[src/rtl/boot_copier_pkg.sv]
// Shared definitions for the boot memory copier: state encoding, default
// phase timing and the packed region-vector accessor.
package boot_copier_pkg;

    typedef logic [2:0] state_t;

    localparam state_t S_IDLE   = 3'd0;
    localparam state_t S_SETUP  = 3'd1;
    localparam state_t S_WRITE  = 3'd2;
    localparam state_t S_HOLD   = 3'd3;
    localparam state_t S_VERIFY = 3'd4;
    localparam state_t S_DONE   = 3'd5;

    localparam int DEF_SETUP_CYCLES = 1;
    localparam int DEF_WE_CYCLES    = 1;
    localparam int DEF_HOLD_CYCLES  = 1;
    localparam int DEF_READ_CYCLES  = 1;

    localparam int TIMER_W   = 16;
    localparam int MAX_VEC_W = 256;

    // Field idx of a packed vector of width-bit entries, entry 0 in the LSBs.
    function automatic logic [31:0] region_field(input logic [MAX_VEC_W-1:0] vec,
                                                 input int unsigned idx,
                                                 input int unsigned width);
        region_field = 32'(vec >> (idx * width)) & ((32'h1 << width) - 32'h1);
    endfunction

endpackage

[src/rtl/boot_copier_copy_phase_timer.sv]
// Loadable phase down-counter; last is high in the final cycle of a phase
// loaded with a cycle count of load_value.
module copy_phase_timer #(
    parameter int CNT_W = 16
) (
    input  logic             clock,
    input  logic             reset,
    input  logic             load,
    input  logic [CNT_W-1:0] load_value,
    output logic             last
);

    logic [CNT_W-1:0] count_q, count_d;

    always_comb begin
        count_d = count_q;
        if (load) begin
            count_d = load_value - CNT_W'(1);
        end else if (count_q != '0) begin
            count_d = count_q - CNT_W'(1);
        end
    end

    always_ff @(posedge clock) begin
        if (reset) begin
            count_q <= '0;
        end else begin
            count_q <= count_d;
        end
    end

    assign last = (count_q == '0);

endmodule

[src/rtl/boot_copier.sv]
// Copies EEPROM address regions into RAM at the same addresses over the shared
// bus, with optional read-back verify, then releases the bus and raises done.
module boot_copier
    import boot_copier_pkg::*;
#(
    parameter int ADDR_WIDTH    = 16,
    parameter int DATA_WIDTH    = 8,
    parameter int NUM_REGIONS   = 1,
    parameter logic [NUM_REGIONS*ADDR_WIDTH-1:0] REGION_START = {NUM_REGIONS{ADDR_WIDTH'(16'h8000)}},
    parameter logic [NUM_REGIONS*ADDR_WIDTH-1:0] REGION_END   = '1,
    parameter int SETUP_CYCLES  = DEF_SETUP_CYCLES,
    parameter int WE_CYCLES     = DEF_WE_CYCLES,
    parameter int HOLD_CYCLES   = DEF_HOLD_CYCLES,
    parameter int VERIFY        = 0,
    parameter int READ_CYCLES   = DEF_READ_CYCLES,
    parameter int AUTO_START    = 1,
    parameter int STOP_ON_ERROR = 0
) (
    input  logic                  clock,
    input  logic                  reset,
    input  logic                  start,
    input  logic [DATA_WIDTH-1:0] data_in,
    output logic [ADDR_WIDTH-1:0] address_out,
    output logic                  bus_oe,
    output logic                  ram_we_n,
    output logic                  ram_oe_n,
    output logic                  ram_cs_n,
    output logic                  eeprom_oe_n,
    output logic                  eeprom_cs_n,
    output logic                  busy,
    output logic                  done,
    output logic                  error,
    output logic [ADDR_WIDTH-1:0] error_address
);

    localparam logic [MAX_VEC_W-1:0] START_VEC = MAX_VEC_W'(REGION_START);
    localparam logic [MAX_VEC_W-1:0] END_VEC   = MAX_VEC_W'(REGION_END);

    state_t                  state_q, state_d;
    logic [ADDR_WIDTH-1:0]   addr_q, addr_d;
    logic [ADDR_WIDTH-1:0]   err_addr_q, err_addr_d;
    logic [3:0]              reg_q, reg_d;
    logic [DATA_WIDTH-1:0]   expect_q, expect_d;
    logic                    error_q, error_d;
    logic                    auto_start_q, auto_start_d;

    logic                    in_copy, go, byte_end, mismatch;
    logic                    seek_found;
    logic [3:0]              seek_idx;
    logic [ADDR_WIDTH-1:0]   seek_start, cur_end;
    logic [ADDR_WIDTH-1:0]   rstart [NUM_REGIONS];
    logic [ADDR_WIDTH-1:0]   rend   [NUM_REGIONS];

    logic                    t_load, t_last;
    logic [TIMER_W-1:0]      t_value;

    for (genvar g = 0; g < NUM_REGIONS; g++) begin : g_region
        assign rstart[g] = ADDR_WIDTH'(region_field(START_VEC, g, ADDR_WIDTH));
        assign rend[g]   = ADDR_WIDTH'(region_field(END_VEC, g, ADDR_WIDTH));
    end

    assign in_copy = (state_q == S_SETUP) || (state_q == S_WRITE) ||
                     (state_q == S_HOLD)  || (state_q == S_VERIFY);

    // Next non-empty region: from region 0 when starting, else after the current one.
    always_comb begin
        seek_found = 1'b0;
        seek_idx   = '0;
        seek_start = '0;
        cur_end    = '0;
        for (int i = 0; i < NUM_REGIONS; i++) begin
            if (4'(i) == reg_q) begin
                cur_end = rend[i];
            end
            if (!seek_found && (!in_copy || (4'(i) > reg_q)) && (rstart[i] <= rend[i])) begin
                seek_found = 1'b1;
                seek_idx   = 4'(i);
                seek_start = rstart[i];
            end
        end
    end

    always_comb begin
        state_d      = state_q;
        addr_d       = addr_q;
        reg_d        = reg_q;
        expect_d     = expect_q;
        error_d      = error_q;
        err_addr_d   = err_addr_q;
        auto_start_d = 1'b0;
        go           = 1'b0;
        byte_end     = 1'b0;
        mismatch     = (data_in != expect_q);

        case (state_q)
            S_IDLE:  go = start || auto_start_q;
            S_SETUP: begin
                if (t_last) begin
                    expect_d = data_in;
                    state_d  = S_WRITE;
                end
            end
            S_WRITE: begin
                if (t_last) state_d = S_HOLD;
            end
            S_HOLD: begin
                if (t_last) begin
                    if (VERIFY != 0) state_d = S_VERIFY;
                    else             byte_end = 1'b1;
                end
            end
            S_VERIFY: begin
                if (t_last) begin
                    if (mismatch && !error_q) begin
                        error_d    = 1'b1;
                        err_addr_d = addr_q;
                    end
                    if (mismatch && (STOP_ON_ERROR != 0)) state_d = S_DONE;
                    else                                  byte_end = 1'b1;
                end
            end
            S_DONE:  go = start;
            default: state_d = S_IDLE;
        endcase

        if (go) begin
            error_d    = 1'b0;
            err_addr_d = '0;
        end

        // End test precedes the increment so an all-ones end never wraps.
        if (byte_end && (addr_q != cur_end)) begin
            addr_d  = addr_q + ADDR_WIDTH'(1);
            state_d = S_SETUP;
        end else if (go || byte_end) begin
            if (seek_found) begin
                reg_d   = seek_idx;
                addr_d  = seek_start;
                state_d = S_SETUP;
            end else begin
                state_d = S_DONE;
            end
        end
    end

    // Every phase change reloads the timer with the duration of the phase entered.
    always_comb begin
        case (state_d)
            S_SETUP:  t_value = TIMER_W'(SETUP_CYCLES);
            S_WRITE:  t_value = TIMER_W'(WE_CYCLES);
            S_HOLD:   t_value = TIMER_W'(HOLD_CYCLES);
            S_VERIFY: t_value = TIMER_W'(READ_CYCLES);
            default:  t_value = '0;
        endcase
        t_load = (state_d != state_q) && (t_value != '0);
    end

    copy_phase_timer #(.CNT_W(TIMER_W)) u_timer (
        .clock      (clock),
        .reset      (reset),
        .load       (t_load),
        .load_value (t_value),
        .last       (t_last)
    );

    always_ff @(posedge clock) begin
        if (reset) begin
            state_q      <= S_IDLE;
            addr_q       <= '0;
            reg_q        <= '0;
            error_q      <= 1'b0;
            err_addr_q   <= '0;
            auto_start_q <= (AUTO_START != 0);
        end else begin
            state_q      <= state_d;
            addr_q       <= addr_d;
            reg_q        <= reg_d;
            error_q      <= error_d;
            err_addr_q   <= err_addr_d;
            auto_start_q <= auto_start_d;
        end
    end

    always_ff @(posedge clock) begin
        expect_q <= expect_d;
    end

    assign bus_oe        = in_copy;
    assign busy          = in_copy;
    assign done          = (state_q == S_DONE);
    assign address_out   = in_copy ? addr_q : '0;
    assign ram_cs_n      = !in_copy;
    assign ram_we_n      = (state_q != S_WRITE);
    assign ram_oe_n      = (state_q != S_VERIFY);
    assign eeprom_cs_n   = !((state_q == S_SETUP) || (state_q == S_WRITE) || (state_q == S_HOLD));
    assign eeprom_oe_n   = eeprom_cs_n;
    assign error         = error_q;
    assign error_address = err_addr_q;

endmodule
[config.mk]
export PLATFORM = sky130hd
export DESIGN_NAME = boot_copier
export DESIGN_NICKNAME = d
export VERILOG_FILES = /design/src/rtl/boot_copier_pkg.sv /design/src/rtl/boot_copier_copy_phase_timer.sv /design/src/rtl/boot_copier.sv
export SDC_FILE = /design/constraint.sdc
export NUM_CORES = 1
export LEC_CHECK = 0
export CAP_MARGIN = 30
export CORE_MARGIN = 3
export CORE_UTILIZATION = 55
export CTS_BUF_LIST = sky130_fd_sc_hd__clkbuf_2 sky130_fd_sc_hd__clkbuf_4 sky130_fd_sc_hd__clkbuf_8
export CTS_CLUSTER_DIAMETER = 50
export CTS_CLUSTER_SIZE = 20
export DETAILED_ROUTE_END_ITERATION = 6
export GPL_TIMING_DRIVEN = 0
export PLACE_DENSITY_LB_ADDON = 0.2
export SLEW_MARGIN = 20
export SYNTH_ARGS = -nofsm -noshare
export SYNTH_HDL_FRONTEND = slang
export SYNTH_SLANG_ARGS = --single-unit
[constraint.sdc]
create_clock -name clock -period 3.5 [get_ports clock]
set_clock_uncertainty 0.1 [all_clocks]
set_input_delay 1.05 -clock clock [delete_from_list [all_inputs] [get_ports clock]]
set_output_delay 1.05 -clock clock [all_outputs]
set_load 0.05 [all_outputs]
== Yosys cells after proc, flatten, opt, wreduce, memory -nomap -nowiden ==
Cells that the tools add are included.
Widths: inputs -> output; s select.

* Add/sub/neg operators: 3
* Eq/ne operators: 14
* Muxes and demuxes: 18
* Reductions and logical operators: 25

{| class="wikitable"
|+ Operator list
! cell !! number
|-
| $mux 16 || 6
|-
| $reduce_bool 16->1 || 2
|-
| $add 16x1->16 const B || 1
|-
| $logic_not 16->1 || 1
|-
| $ne 16x16->1 const B || 1
|-
| $sub 16x1->16 const B || 1
|-
| $mux 3 || 5
|-
| $eq 3x2->1 const B || 4
|-
| $eq 3x3->1 const B || 3
|-
| $pmux 3 s3 || 1
|-
| $ne 8x8->1 || 1
|-
| $reduce_or 4->1 || 2
|-
| $eq 3x1->1 const B || 2
|-
| $reduce_bool 2->1 || 3
|-
| $logic_or 1x1->1 || 5
|-
| $mux 1 || 5
|-
| $reduce_and 2->1 || 2
|-
| $reduce_or 2->1 || 2
|-
| $logic_and 1x1->1 || 3
|-
| $logic_not 1->1 || 3
|-
| $logic_not 3->1 || 1
|-
| $ne 3x2->1 const B || 1
|-
| $ne 3x3->1 || 1
|-
| $ne 3x3->1 const B || 1
|-
| 3 further kinds || 3
|}

* Register bits: 61
* Input bits: 11
* Output and inout bits: 41
* Word-level logic and storage cells: 67

== Longest topological paths before layout ==
Gate-level depths: netlist of the first run.

* Word-level depth: 13
* Mapped depth: 10
* Gate-level depth less buffers: 7

== Hierarchy ==
A second synthesis of the first run with hierarchy kept.

* Cell total of the unflattened synthesis: 391
* Area, all modules: 3638.5 um2

{| class="wikitable"
|+ By module, submodules not included
! module !! instances !! cells each !! area each (um2) !! seq. area each (um2)
|-
| boot_copier || 1 || 266 || 2488.6 || 980.9
|-
| copy_phase_timer || 1 || 125 || 1149.9 || 320.3
|}

== Worst setup path before layout of the first run ==
OpenSTA, ideal clock, no wires.

* Path kind: register to output
* Start: register state_q[1]
* End: output address_out[10]
* Arrival time: 3127 ps
* Data required time: 2350 ps
* Path slack: -777 ps
* Stages on the path, launching flop included: 7
* Buffers on the path: 2
* Path through: dfxtp_1 buf_2 or3b_2 nand2_1 clkbuf_1 inv_1 nor2_1

* Word-level cells in the longest chain between the ends: 5
* Elaborated cells on any way between the ends: 8
* Those cells by class: 4 x eq/ne; 1 x mux; 3 x reduce/logical

{| class="wikitable"
|+ RTL lines
! element !! RTL line !! text
|-
| start, declared || boot_copier.sv:39 || <nowiki>state_t state_q, state_d;</nowiki>
|-
| start signal, assigned || boot_copier.sv:175 || <nowiki>state_q <= state_d;</nowiki>
|-
| $eq 3x1->1 / $eq 3x2->1 (equally long branches) || boot_copier.sv:62 || <nowiki>assign in_copy = (state_q == S_SETUP) || (state_q == S_WRITE) ||</nowiki>
|-
| $logic_or 1x1->1 (2 in a row) || boot_copier.sv:62 ||
|-
| $logic_or 1x1->1 (*) || boot_copier.sv:63 || <nowiki>(state_q == S_HOLD) || (state_q == S_VERIFY);</nowiki>
|-
| named net bus_oe || boot_copier.sv:24 || <nowiki>output logic bus_oe,</nowiki>
|-
| $mux 16 (*) || boot_copier.sv:191 || <nowiki>assign address_out = in_copy ? addr_q : '0;</nowiki>
|-
| end, declared || boot_copier.sv:23 || <nowiki>output logic [ADDR_WIDTH-1:0] address_out,</nowiki>
|}

Mark *: on every way through the listed nets, which the timed path passes. The rest lies on a longest branch.

== Final worst setup path of the first run ==
* Start: register state_q[1]
* End: output busy

* Word-level cells in the longest chain between the ends: 4
* Elaborated cells on any way between the ends: 7
* Those cells by class: 4 x eq/ne; 3 x reduce/logical

{| class="wikitable"
|+ RTL lines
! element !! RTL line !! text
|-
| $eq 3x1->1 / $eq 3x2->1 (equally long branches) || boot_copier.sv:62 ||
|-
| $logic_or 1x1->1 (2 in a row) || boot_copier.sv:62 ||
|-
| $logic_or 1x1->1 (*) || boot_copier.sv:63 ||
|-
| end, declared || boot_copier.sv:30 || <nowiki>output logic busy,</nowiki>
|}

Every way passes the cells marked *; elsewhere a longest branch is shown, timed or not.

==> results.tsv, run 1 <==
metric	value	unit
global_route.overflow_total	0	
yosysTopAreaCellShare	35.0	%
synth_seq_cells	61	
vdd.ir_drop.worst	386	uV
r2r_start	u_timer.count_q[0]	
rows	26	
floorplan.die_area	0.00645	sq mm
n_antenna_cell	0	
timing.critical_path.cells	buf_2, or3b_2, nand2_2, clkbuf_4, buf_4, clkdlybuf4s15_2	
wl	6.84	mm
area_growth	27.7	%
grt_antenna_before_repair	0	
max_stage_delay	0.55	ns
worst_slew_margin_rel	45.8	%
number_of_synthesized_flops_with_an_enable_pin	8	
timing.critical_path.buf_inv	4	
hold_path_class	flip-flop to flip-flop	
power.combinational.fraction	20.0	%
totalNegativeSetupSlack	0	ns
total_of_buffers_placed_on_input_and_output_ports	51	
tightest_slew	0.813	ns
ys_async_sr_fraction	0	%
yosysMostFrequentCell	sky130_fd_sc_hd__dfxtp_1	
finalHoldViolations	0	
final_layout_size_suffix_gt1_share	15.2	%
initial_core_util	58.0	%
drt_pass_1_iters	4	
power_density	505	mW/mm^2
worst-setup-path-type	flip-flop to output pin	
grt_pass1_wl	11.5	mm
drt-initial-drc-count	201	
critical-path-slowest-cell	sky130_fd_sc_hd__or3b_2	
cts_root_buf	sky130_fd_sc_hd__clkbuf_8	
detail_route.drc_violations	0	
cp_data_required_time	2.35	ns
critical_path_end_type	output pin	
report.final.slew_viol_count	0	
synth_fp_nets	342	
multi_input_area	0.00161	sq mm
worst_r2r_setup_slack	1.04	ns
critical_path.max_fanout	11	
cts_hold_buf	0	
clock_power_share	41.7	%
max_clock_freq	298	MHz
outcome	complete, no violations	
drv_cap	0	
gr-usage-all-layers	22.8	%
dp_hpwl	4.83	mm
nets	405	
cell_depth_of_the_worst_min_delay_path	2	
synthesis.area_per_instance	9.25	sq um
finalWeightedCongestion	0.828	
p_int	1.40	mW
hold_path_end	error	
ff2ff_path_depth	8	
synth_sequential_area_ratio	42.9	%
finalCoreUtilization	74.0	%
post_synth_num_cell_types	51	
crit_arrival	2.21	ns
fillerInstances	414	
crit_path_start_kind	flip-flop	
timing.hold.worst.start	error	
seqPwrFrac	38.3	%
synth_area	0.00304	sq mm
finalNonFillerCells	466	
critPathTopFamily	buffers and inverters	
switching_power	0.559	mW
die_w	80.3	microns
htree_levels	3	
grt_pass1_vias	2463	
post-cts-setup-buffers	0	
post_synth_inst_count	328	
synth.cells.most_frequent	53 x sky130_fd_sc_hd__dfxtp_1, 32 x sky130_fd_sc_hd__nor2_1, 25 x sky130_fd_sc_hd__nand2_1, 21 x sky130_fd_sc_hd__mux2i_1, 21 x sky130_fd_sc_hd__nor3_1	
synth_area_leaders	sky130_fd_sc_hd__dfxtp_1 35%, sky130_fd_sc_hd__edfxtp_1 7.9%, sky130_fd_sc_hd__mux2i_1 6.9%	
fp.coreArea	0.00524	sq mm
setup_viol	0	
final.period_utilization	95.9	%
postSynth.topFlopCell	sky130_fd_sc_hd__dfxtp_1	
cts.sinks	61	
place.detailed.instances	450	
clock_buffers_created_by_tritoncts	9	
clkSlewWorstSetupHoldPaths	0.07	ns
total_chip_power	1.96	mW
clock_path_buffers	2	
period_minus_slack	3.36	ns
worst_r2r_endpoint	addr_q[13]	
static-leakage-power	1.54	nW
setup_repair_after_global_routing_missed_its_margin	false	
worstSkewPairLatency	0.34	ns
vias	2607	
hold_ws	0.369	ns
switching_share	28.5	%
ant_nets	0	
yosys_warnings	0	
grt_max_degree	12	
die_height	80.3	microns
synth_area_leader_cell	sky130_fd_sc_hd__dfxtp_1	
routedWlPerCell	14.7	microns
routed_via_density	5.59	
top_level_ports	52	
clock_tree_from_tritoncts	yes	
regArea	0.00130	sq mm
## worst max-delay path by stage
stage	startpoint	endpoint	cells after the start
floorplan	state_q[1]	address_out[10]	6
global placement	state_q[1]	address_out[10]	7
detailed placement	state_q[1]	address_out[10]	7
CTS	state_q[1]	bus_oe	5
global route	state_q[1]	address_out[15]	7
finish	state_q[1]	busy	6
## state kept, by name (all words and copies together) (netlist names)
signal	flops
addr_q	16
error_address	16
u_timer.count_q	16
expect_q	8
state_q	3
auto_start_q	1
error	1
## worst register-to-register path: stages (launching register included)
cell                       delay, ns
sky130_fd_sc_hd__dfxtp_1        0.31
sky130_fd_sc_hd__inv_1          0.12
sky130_fd_sc_hd__ha_1           0.19
sky130_fd_sc_hd__nor4b_1        0.42
sky130_fd_sc_hd__and4_1         0.27
sky130_fd_sc_hd__buf_6          0.15
sky130_fd_sc_hd__nand4b_1       0.24
sky130_fd_sc_hd__or3_1          0.38
sky130_fd_sc_hd__a21oi_1        0.19
## area by class of cell
cell class                      count  area share (%)
Multi-Input combinational cell    237            41.4
Sequential cell                    61            33.6
Timing Repair Buffer               52            11.7
Clock inverter                      7            3.55
Buffer                             21            3.29
Clock buffer                        9            3.20
Tap cell                           70            2.26
Inverter                            9           0.969
## routing by layer
metal	wire length, microns	vias to the layer above	track usage [%]
met5	0	-	0
met4	146	0	9.63
met3	398	14	5.38
met2	3050	84	33.9
met1	3240	1202	31.6
li1	-	1307	-
## through the flow
stage | area [sq um] | worst slack [ns]
after global placement | 3660 | -0.136
after CTS | 3930 | 0.00480
final | 3870 | 0.145
after detailed placement | 3670 | -0.170
after global routing | 3870 | 0.00874
after floorplan | 3060 | 0.0276
## power groups by stage
stage	Combinational [mW]	Sequential (mW)	Clock [mW]
global route	0.420	0.751	0.858
global placement	0.390	0.765	0
floorplan	0.282	0.762	0
detailed placement	0.400	0.765	0
finish	0.392	0.749	0.816
CTS	0.396	0.749	0.827
## kinds of logic (layout without fill, tap and decap cells)
kind of cell | after synthesis | in the layout | synth area share, %
DFF | 61 | 61 | 42.9
xor gates and xnor gates | 24 | 24 | 6.92
buffers and inverters | 30 | 98 | 5.15
muxes | 21 | 21 | 6.92
adders and majority gates | 3 | 3 | 1.24
AOI/OAI and AO/OA | 43 | 43 | 10.8
and+or+nand+nor | 146 | 146 | 26.1
## repair_timing
action | CTS | global route
pin swaps | 0 | 0
resized for setup | 49 | 23
endpoints found under the setup margin | 19 | 15
## layout by cell type, fill, tap and decap left out, types with 4 or more instances in the layout
master and n:
sky130_fd_sc_hd__dfxtp_1 53, sky130_fd_sc_hd__clkdlybuf4s50_1 32, sky130_fd_sc_hd__nor2_1 30, sky130_fd_sc_hd__nand2_1 24
sky130_fd_sc_hd__nor3_1 21, sky130_fd_sc_hd__mux2i_1 21, sky130_fd_sc_hd__xnor2_1 19, sky130_fd_sc_hd__buf_2 14
sky130_fd_sc_hd__and2_1 14, sky130_fd_sc_hd__nand3_1 13, sky130_fd_sc_hd__a21oi_1 12, sky130_fd_sc_hd__nand4_1 10
sky130_fd_sc_hd__clkbuf_8 9, sky130_fd_sc_hd__edfxtp_1 8, sky130_fd_sc_hd__inv_1 7, sky130_fd_sc_hd__clkbuf_1 7
sky130_fd_sc_hd__nor4_1 6, sky130_fd_sc_hd__a2111o_1 6, sky130_fd_sc_hd__dlygate4sd2_1 6, sky130_fd_sc_hd__o21ai_0 5
sky130_fd_sc_hd__xor2_1 5, sky130_fd_sc_hd__nand2b_1 4, sky130_fd_sc_hd__buf_6 4, sky130_fd_sc_hd__o2111ai_1 4
sky130_fd_sc_hd__o211ai_1 4, sky130_fd_sc_hd__bufinv_16 4
No activity file was read; power rests on OpenSTA's default activity.
==> run 2, diff against run 1 <==
clock period = 3.85 ns   (was 3.5 ns; I/O delays follow)
==> run 2 against run 1 <==
  * Count of clock-buffer cells in the layout grew 1
  * Worst hold slack better by 0.0021 ns
  * Sequential power decreased by 8.9%
  * Power down 19%
  * Non-clock buffer count stayed put
  * Critical path type unchanged
  * Sequential share of layout area increased by 0.61 points
  * Critical path depth shrank 1
  * Sequential cell count stayed put
==> results.tsv, run 2 (synthesis gave the netlist of run 1 again) <==
metric	value	unit	change
outcome	complete, no violations		unchanged
grt_antenna_before_repair	0		unchanged
hold_ws	0.371	ns	was 0.369 ns
fp.coreArea	0.00524	sq mm	unchanged
drv_cap	0		unchanged
power.combinational.fraction	21.5	%	was 20.0%
power_density	416	mW/mm^2	was 505 mW/mm^2
clkSlewWorstSetupHoldPaths	0.07	ns	about the same
drt-initial-drc-count	145		was 201
vdd.ir_drop.worst	363	uV	was 386 uV
final.period_utilization	97.0	%	
pre_cts_ws	0.154	ns	was -0.170 ns
seqPwrFrac	43.1	%	was 38.3%
cts_root_buf	sky130_fd_sc_hd__clkbuf_8		unchanged
static-leakage-power	1.53	nW	was 1.54 nW
setup_viol	0		unchanged
worstSkewPairLatency	0.35	ns	was 0.34 ns
tightest_slew	0.848	ns	was 0.813 ns
routed_via_density	5.68		was 5.59
grt_pass1_wl	11.1	mm	was 11.5 mm
setup_repair_after_global_routing_missed_its_margin	false		unchanged
gr-usage-all-layers	22.5	%	was 22.8%
finalWeightedCongestion	0.859		was 0.828
drt_pass_1_iters	5		was 4
cp_data_required_time	2.59	ns	was 2.35 ns
post-cts-setup-buffers	0		unchanged
top_level_ports	52		unchanged
switching_power	0.507	mW	was 0.559 mW
area_growth	25.4	%	was 27.7%
cts.sinks	61		unchanged
rows	26		unchanged
period_minus_slack	3.73	ns	
critical-path-slowest-cell	sky130_fd_sc_hd__clkdlybuf4s50_1		was sky130_fd_sc_hd__or3b_2
worst_slew_margin_rel	43.5	%	was 45.8%
hold_path_class	flip-flop to flip-flop		unchanged
dpl_cell_area	0.00365	sq mm	was 0.00367 sq mm
most_frequent_standard_cell_in_the_layout_excluding_fill_and_tap_cells	sky130_fd_sc_hd__dfxtp_1		unchanged
initial_core_util	58.0	%	unchanged
critPathTopFamily	buffers and inverters		unchanged
max_stage_delay	0.79	ns	was 0.55 ns
fillerInstances	419		was 414
floorplan.die_area	0.00645	sq mm	unchanged
clock_buffers_created_by_tritoncts	9		unchanged
nets	405		unchanged
grt_pass1_vias	2443		was 2463
totalNegativeSetupSlack	0	ns	unchanged
routedWlPerCell	14.4	microns	was 14.7 microns
die_w	80.3	microns	unchanged
wl	6.70	mm	was 6.84 mm
crit_arrival	2.48	ns	was 2.21 ns
fin_ws	0.117	ns	was 0.145 ns
dp_hpwl	4.71	mm	was 4.83 mm
htree_levels	3		unchanged
max_clock_freq	268	MHz	
report.final.slew_viol_count	0		unchanged
timing.critical_path.buf_inv	2		was 4
detail_route.drc_violations	0		unchanged
n_antenna_cell	0		unchanged
mostFrequentLayoutCells	53 x sky130_fd_sc_hd__dfxtp_1, 35 x sky130_fd_sc_hd__clkdlybuf4s50_1, 30 x sky130_fd_sc_hd__nor2_1, 25 x sky130_fd_sc_hd__nand2_1		was 53 x sky130_fd_sc_hd__dfxtp_1, 32 x sky130_fd_sc_hd__clkdlybuf4s50_1, 30 x sky130_fd_sc_hd__nor2_1, 24 x sky130_fd_sc_hd__nand2_1
finalNonFillerCells	466		unchanged
switching_share	32.1	%	was 28.5%
p_int	1.08	mW	was 1.40 mW
final_layout_size_suffix_gt1_share	13.1	%	was 15.2%
finalHoldViolations	0		unchanged
total_of_buffers_placed_on_input_and_output_ports	51		unchanged
critical_path_end_type	output pin		unchanged
worst-setup-path-type	flip-flop to output pin		unchanged
fin_area	0.00381	sq mm	was 0.00387 sq mm
grt_max_degree	12		unchanged
vias	2649		was 2607
timing.critical_path.cells	buf_2, or3b_2, nand2_1, and2_1, clkdlybuf4s50_1		was buf_2, or3b_2, nand2_2, clkbuf_4, buf_4, clkdlybuf4s15_2
die_height	80.3	microns	unchanged
finalCoreUtilization	72.7	%	was 74.0%
total_chip_power	1.58	mW	was 1.96 mW
clock_tree_from_tritoncts	yes		unchanged
ant_nets	0		unchanged
crit_path_start_kind	flip-flop		unchanged
clock_power_share	35.4	%	was 41.7%
multi_input_area	0.00159	sq mm	was 0.00161 sq mm
clock_path_buffers	2		unchanged
regArea	0.00130	sq mm	unchanged
global_route.overflow_total	0		unchanged
place.detailed.instances	450		unchanged
critical_path.max_fanout	10		was 11
cts_hold_buf	0		unchanged
==> run 2: area by class of cell <==
| class | count | share of cell area (%) |
|---|---|---|
| Multi-Input combinational cell | 237 | 41.7 |
| Sequential cell | 61 | 34.2 |
| Timing Repair Buffer | 52 | 12.5 |
| Clock buffer | 10 | 3.45 |
| Buffer | 21 | 3.25 |
| Tap cell | 70 | 2.30 |
| Clock inverter | 6 | 1.68 |
| Inverter | 9 | 0.888 |
==> run 2: final timing paths <==
path,start,to,slack (ns),cells after the start
worst max-delay path,state_q[1],address_out[4],0.12,5
worst min-delay path,error,error,0.37,2
worst max register to register,u_timer.count_q[0],error_address[11],1.44,10
worst min register to register,error,error,0.37,2
==> run 2: power groups by stage <==
stage | clock network [mW] | logic, mW | registers, mW
2_1_floorplan | 0 | 0.245 | 0.693
3_3_place_gp | 0 | 0.344 | 0.695
3_5_place_dp | 0 | 0.351 | 0.696
4_1_cts | 0.567 | 0.343 | 0.681
5_1_grt | 0.595 | 0.367 | 0.683
6_report | 0.560 | 0.341 | 0.682
==> run 2: repair_timing <==
item                                    4_1_cts  5_1_grt
pin swaps                                     0        0
resized for setup                            13       23
endpoints found under the setup margin       13       14
==> run 2: routing by layer <==
metal / share of wire [%] / GRT usage (%)
met1: 46 / 29.1
met3: 5.7 / 5.04
met2: 46 / 34.4
met5: 0 / 0
met4: 2.2 / 12.8
==> run 2: worst register-to-register path: stages (launching register included) <==
cell	delay, ns
sky130_fd_sc_hd__dfxtp_1	0.30
sky130_fd_sc_hd__inv_1	0.12
sky130_fd_sc_hd__ha_1	0.21
sky130_fd_sc_hd__nor4b_1	0.42
sky130_fd_sc_hd__and4_1	0.28
sky130_fd_sc_hd__buf_6	0.15
sky130_fd_sc_hd__o211ai_1	0.09
sky130_fd_sc_hd__buf_2	0.21
sky130_fd_sc_hd__buf_6	0.19
sky130_fd_sc_hd__mux2i_1	0.17
sky130_fd_sc_hd__nor2_1	0.06
==> run 3, diff against run 2 <==
--- a/constraint.sdc
+++ b/constraint.sdc
@@ -3,3 +3,3 @@
 set_input_delay 1.155 -clock clock [delete_from_list [all_inputs] [get_ports clock]]
 set_output_delay 1.155 -clock clock [all_outputs]
-set_load 0.05 [all_outputs]
+set_load 0.1 [all_outputs]
==> run 3 against run 2 <==
  * Combinational power increased by 37%
  * Core utilization increased by 1.7 points
  * Cell count unchanged
  * Sequential power about the same
  * Sequential share of layout area decreased by 0.78 points
  * Critical endpoint is now busy
==> results.tsv, run 3 (synthesis gave the netlist of run 1 again) <==
metric	value	unit	change
drv_cap	0		unchanged
area_growth	28.3	%	was 25.4%
critical_path_end_type	output pin		unchanged
clock_path_buffers	2		unchanged
n_antenna_cell	0		unchanged
global_route.overflow_total	0		unchanged
routed_via_density	5.74		was 5.68
cp_data_required_time	2.59	ns	about the same
routedWlPerCell	15.1	microns	was 14.4 microns
detail_route.drc_violations	0		unchanged
critical_path.max_fanout	11		was 10
report.final.slew_viol_count	0		unchanged
grt_max_degree	12		unchanged
grt_pass1_wl	11.7	mm	was 11.1 mm
total_chip_power	1.83	mW	was 1.58 mW
hold_ws	0.368	ns	was 0.371 ns
setup_repair_after_global_routing_missed_its_margin	false		unchanged
drt_pass_1_iters	4		was 5
most_frequent_standard_cell_in_the_layout_excluding_fill_and_tap_cells	sky130_fd_sc_hd__dfxtp_1		unchanged
clock_buffers_created_by_tritoncts	9		unchanged
finalNonFillerCells	466		unchanged
timing.hold.worst.start	error		unchanged
fp.coreArea	0.00524	sq mm	unchanged
worst_r2r_setup_slack	1.36	ns	was 1.44 ns
grt_pass1_vias	2454		was 2443
finalWeightedCongestion	0.863		was 0.859
fin_ws	0.0832	ns	was 0.117 ns
ant_nets	0		unchanged
initial_core_util	58.0	%	unchanged
total_of_buffers_placed_on_input_and_output_ports	51		unchanged
cell_depth_of_the_worst_min_delay_path	2		unchanged
final_layout_size_suffix_gt1_share	14.1	%	was 13.1%
vias	2676		was 2649
dp_hpwl	4.87	mm	was 4.71 mm
setup_viol	0		unchanged
crit_arrival	2.51	ns	was 2.48 ns
r2r_start	u_timer.count_q[0]		unchanged
die_height	80.3	microns	unchanged
place.detailed.instances	450		unchanged
nets	405		unchanged
htree_levels	3		unchanged
final.period_utilization	97.8	%	was 97.0%
post-cts-setup-buffers	0		unchanged
gr-usage-all-layers	23.5	%	was 22.5%
clock_tree_from_tritoncts	yes		unchanged
die_w	80.3	microns	unchanged
cts.sinks	61		unchanged
mostFrequentLayoutCells	53 x sky130_fd_sc_hd__dfxtp_1, 31 x sky130_fd_sc_hd__clkdlybuf4s50_1, 30 x sky130_fd_sc_hd__nor2_1, 24 x sky130_fd_sc_hd__nand2_1		was 53 x sky130_fd_sc_hd__dfxtp_1, 35 x sky130_fd_sc_hd__clkdlybuf4s50_1, 30 x sky130_fd_sc_hd__nor2_1, 25 x sky130_fd_sc_hd__nand2_1
hold_path_class	flip-flop to flip-flop		unchanged
drt-initial-drc-count	184		was 145
rows	26		unchanged
outcome	complete, no violations		unchanged
static-leakage-power	1.54	nW	was 1.53 nW
period_minus_slack	3.77	ns	was 3.73 ns
pre_cts_ws	-0.0170	ns	was 0.154 ns
ff2ff_path_depth	9		was 10
worst_r2r_endpoint	u_timer.count_q[11]		was error_address[11]
cts_root_buf	sky130_fd_sc_hd__clkbuf_8		unchanged
power_density	469	mW/mm^2	was 416 mW/mm^2
grt_antenna_before_repair	0		unchanged
worst-setup-path-type	flip-flop to output pin		unchanged
floorplan.die_area	0.00645	sq mm	unchanged
max_clock_freq	265	MHz	was 268 MHz
critPathLaunch	state_q[1]		unchanged
crit_path_start_kind	flip-flop		unchanged
finalHoldViolations	0		unchanged
vdd.ir_drop.worst	294	uV	was 363 uV
wl	7.04	mm	was 6.70 mm
hold_path_end	error		unchanged
worst_slew_margin_rel	34.6	%	was 43.5%
clkSlewWorstSetupHoldPaths	0.07	ns	about the same
top_level_ports	52		unchanged
worstSkewPairLatency	0.34	ns	was 0.35 ns
tightest_slew	0.978	ns	was 0.848 ns
cts_hold_buf	0		unchanged
run 3: cell types whose count changed in the layout (fill, tap and decap cells not counted), moves of 2 or more:
cell,delta
sky130_fd_sc_hd__clkdlybuf4s15_1,-2
sky130_fd_sc_hd__clkdlybuf4s50_1,-4
sky130_fd_sc_hd__nor2_4,+2
sky130_fd_sc_hd__dlymetal6s2s_1,-2
sky130_fd_sc_hd__clkdlybuf4s15_2,+3
sky130_fd_sc_hd__nor2_2,-2
sky130_fd_sc_hd__dlygate4sd2_1,+6
sky130_fd_sc_hd__clkbuf_2,-2
sky130_fd_sc_hd__bufinv_16,+2
run 3: worst max-delay path by stage:
stage | to | slack, ns | cells after the start
after floorplan | address_out[10] | 0.02 | 6
after global placement | address_out[10] | 0.04 | 7
after detailed placement | address_out[10] | -0.02 | 7
after CTS | eeprom_oe_n | 0.008 | 4
after global routing | busy | 0.005 | 6
final | busy | 0.08 | 6
run 3: routing by layer:
metal	share of wire [%]	GRT usage, %	vias up
met1	46	31.2	1262
met2	46	37.1	80
li1	-	-	1318
met3	6.0	3.48	16
met4	1.9	11.8	0
met5	0	0	-
run 3: area by class of cell:
cell class                 instances  area, sq um
buffer                            21          144
clock buffer                       9          124
clock inverter                     7          114
fill                             416         1340
inverter                           9         37.5
multi-input combinational        237         1620
sequential                        61         1300
tap                               70         87.6
timing repair buffer              52          472
run 3: worst max-delay path, stage by stage (launching register included):
cell and delay (ns):
sky130_fd_sc_hd__dfxtp_1 0.29, sky130_fd_sc_hd__buf_2 0.18, sky130_fd_sc_hd__or3b_4 0.43, sky130_fd_sc_hd__nand2_2 0.14
sky130_fd_sc_hd__clkbuf_16 0.18, sky130_fd_sc_hd__buf_4 0.10, sky130_fd_sc_hd__dlygate4sd2_1 0.84
run 3: through the flow:
step                      cell area (sq um)  utilization, %  setup TNS [ns]
final                                  3890            74.4               0
after global routing                   3890            74.4               0
after CTS                              3920            74.9               0
after detailed placement               3700            70.7         -0.0170
after global placement                 3690            70.4               0
after floorplan                        3090               -               0
run 3: repair_timing:
action / in CTS / in global routing
gates resized for setup: 25 / 17
gates cloned: 0 / 0
endpoints found under the setup margin: 19 / 9
run 3: report_power, final:
part | switching (mW) | internal [mW] | total [mW] | leakage (nW)
registers | 0.0123 | 0.670 | 0.682 | 0.503
logic | 0.344 | 0.124 | 0.468 | 0.920
clock network | 0.251 | 0.426 | 0.677 | 0.113
total | 0.607 | 1.22 | 1.83 | 1.54
==> RTL edit: new RTL, config.mk and constraints of run 1 <==
Register the inputs `start` and `data_in` before use, with the module's reset. The logic sees them one clock later.
--- a/src/rtl/boot_copier.sv
+++ b/src/rtl/boot_copier.sv
@@ -37,4 +37,17 @@
     localparam logic [MAX_VEC_W-1:0] END_VEC   = MAX_VEC_W'(REGION_END);
 
+    logic start_q;
+    logic [DATA_WIDTH-1:0] data_q;
+
+    always_ff @(posedge clock) begin
+        if (reset) begin
+            start_q <= '0;
+            data_q  <= '0;
+        end else begin
+            start_q <= start;
+            data_q  <= data_in;
+        end
+    end
+
     state_t                  state_q, state_d;
     logic [ADDR_WIDTH-1:0]   addr_q, addr_d;
@@ -91,11 +104,11 @@
         go           = 1'b0;
         byte_end     = 1'b0;
-        mismatch     = (data_in != expect_q);
+        mismatch     = (data_q != expect_q);
 
         case (state_q)
-            S_IDLE:  go = start || auto_start_q;
+            S_IDLE:  go = start_q || auto_start_q;
             S_SETUP: begin
                 if (t_last) begin
-                    expect_d = data_in;
+                    expect_d = data_q;
                     state_d  = S_WRITE;
                 end
@@ -120,5 +133,5 @@
                 end
             end
-            S_DONE:  go = start;
+            S_DONE:  go = start_q;
             default: state_d = S_IDLE;
         endcase
Check against the original RTL: no difference found for any inputs over 10 cycles, from zero or initial values and one cycle with reset high; that may be too few to reach the edited logic, so the function may still have changed.
==> RTL edit against run 1 <==
Cell area up 10%. Setup slack better by 22 ps. Critical endpoint is now address_out[3]. Routed wire length up 8.9%. Synthesized area up 11%. Sequential cell count up 9. Register-to-register slack worse by 190 ps. Final cell count up 6.2%.
Power is not compared: it rests on default switching activity, and its combinational part moved more than twofold at a synthesized area within 25%.
==> RTL edit: results (changes against run 1) <==
status=finished clean (unchanged); met1 Usage GRT=28.2% (was 31.6%); Critical Path End=address_out[3] (was busy); pre-CTS setup slack=-466 ps (was -170 ps); crit path DAT=2180 ps (was 2210 ps); GPL Wtd Cong=0.859 (was 0.828); reg-to-reg startpoint=u_timer.count_q[2]$_SDFFE_PP0P_ (was u_timer.count_q[0]$_SDFFE_PP0P_); layout cells sized above 1=16.3% (was 15.2%); Post-synth top cells=dfxtp_1, nor2_1, mux2i_1 (was dfxtp_1, nor2_1, nand2_1); placed cells=480 (was 450); I/O Buffers=51 (unchanged); multiplexer area fraction after synthesis=6.53% (was 6.92%); GR Util met2=35.9% (was 33.9%); Critical Path Source=state_q[2]$_SDFF_PP0_ (was state_q[1]$_SDFF_PP0_); hold path start=data_q[5]$_SDFF_PP0_ (was error$_SDFFE_PP0P_); Vias=2799 (was 2607); Routed WL=7.45 mm (was 6.84 mm); HPWL Detailed=5.20 mm (was 4.83 mm); routed wl met2=3.45 mm (was 3.05 mm); DRC violation total after the first TritonRoute iteration=212 (was 201); Cell Count, Final, Fillers Out=495 (was 466); Synth cell types=50 (was 51); global-route wire length before repair=12.7 mm (was 11.5 mm); slack of the worst reg-to-reg path=850 ps (was 1040 ps); syn avg cell area=9.48 um2 (was 9.25 um2); nets@finish=432 (was 405); compound-cell area share of the yosys netlist=11.9% (was 10.8%); Max Fclk=300 MHz (was 298 MHz); CP max-delay cell=dlygate4sd2_1 (was or3b_2); reg-to-reg endpoint=expect_q[2]$_DFFE_PP_ (was addr_q[13]$_SDFFE_PP0P_); Area after DPL=3980 um2 (was 3670 um2); Post-Synth XOR/XNOR Area=5.71% (was 6.92%); Worst Hold End=expect_q[5]$_DFFE_PP_ (was error$_SDFFE_PP0P_); Adder-Cell Fraction of Synth Area=1.11% (was 1.24%); sequential-to-total area share from yosys stat=43.9% (was 42.9%); vias in the first global route=2746 (was 2463); Synth area leaders=dfxtp_1, edfxtp_1, mux2i_1 (unchanged); largest net degree at the start of global routing=14 (was 12); critical path's largest stage delay=520 ps (was 550 ps); Critical Path Fanout Max=10 (was 11); Met3 Wirelength=402 um (was 398 um); met1 WL=3.45 mm (was 3.24 mm); worst slew pin tran=541 ps (was 813 ps); R2R cell count=7 (was 8); M3 GR Usage=3.93% (was 5.38%); hold slack=356 ps (was 369 ps); WHS Path Cells=0 (was 2); Total GRT Usage=21.9% (was 22.8%)
[RTL edit: changes by cell type in the layout (fill, tap and decap cells not counted), sizes merged, moves of 4 or more]
cell / change
buf: -6
clkdlybuf4s15: +9
dfxtp: +9
inv: +4
nand2: -4
nand3: +4
nor2: +13
nor2b: +11
nor3: -14
xnor2: -17
xor2: +15
[RTL edit: timing repair]
action	4_1_cts	5_1_grt
setup endpoints to repair	20	19
pin swaps	1	0
setup buffers	1	0
hold buffers	0	0
gates resized for setup	41	0
[RTL edit: kinds of logic (layout without fill, tap and decap cells)]
family	count (synthesis)	after routing
compound gates	48	48
flops	70	70
buf+inv	34	101
mux	22	22
simple gates	157	157
fa+ha+maj	3	3
xor+xnor	22	22
[RTL edit: cell type report]
class | instances | area [um2]
clock inverter | 7 | 168
buffer | 23 | 125
inverter | 9 | 33.8
tap | 72 | 90.1
clock buffer | 9 | 124
multi-input combinational | 252 | 1730
sequential | 70 | 1480
timing repair buffer | 53 | 523
fill | 436 | 1430
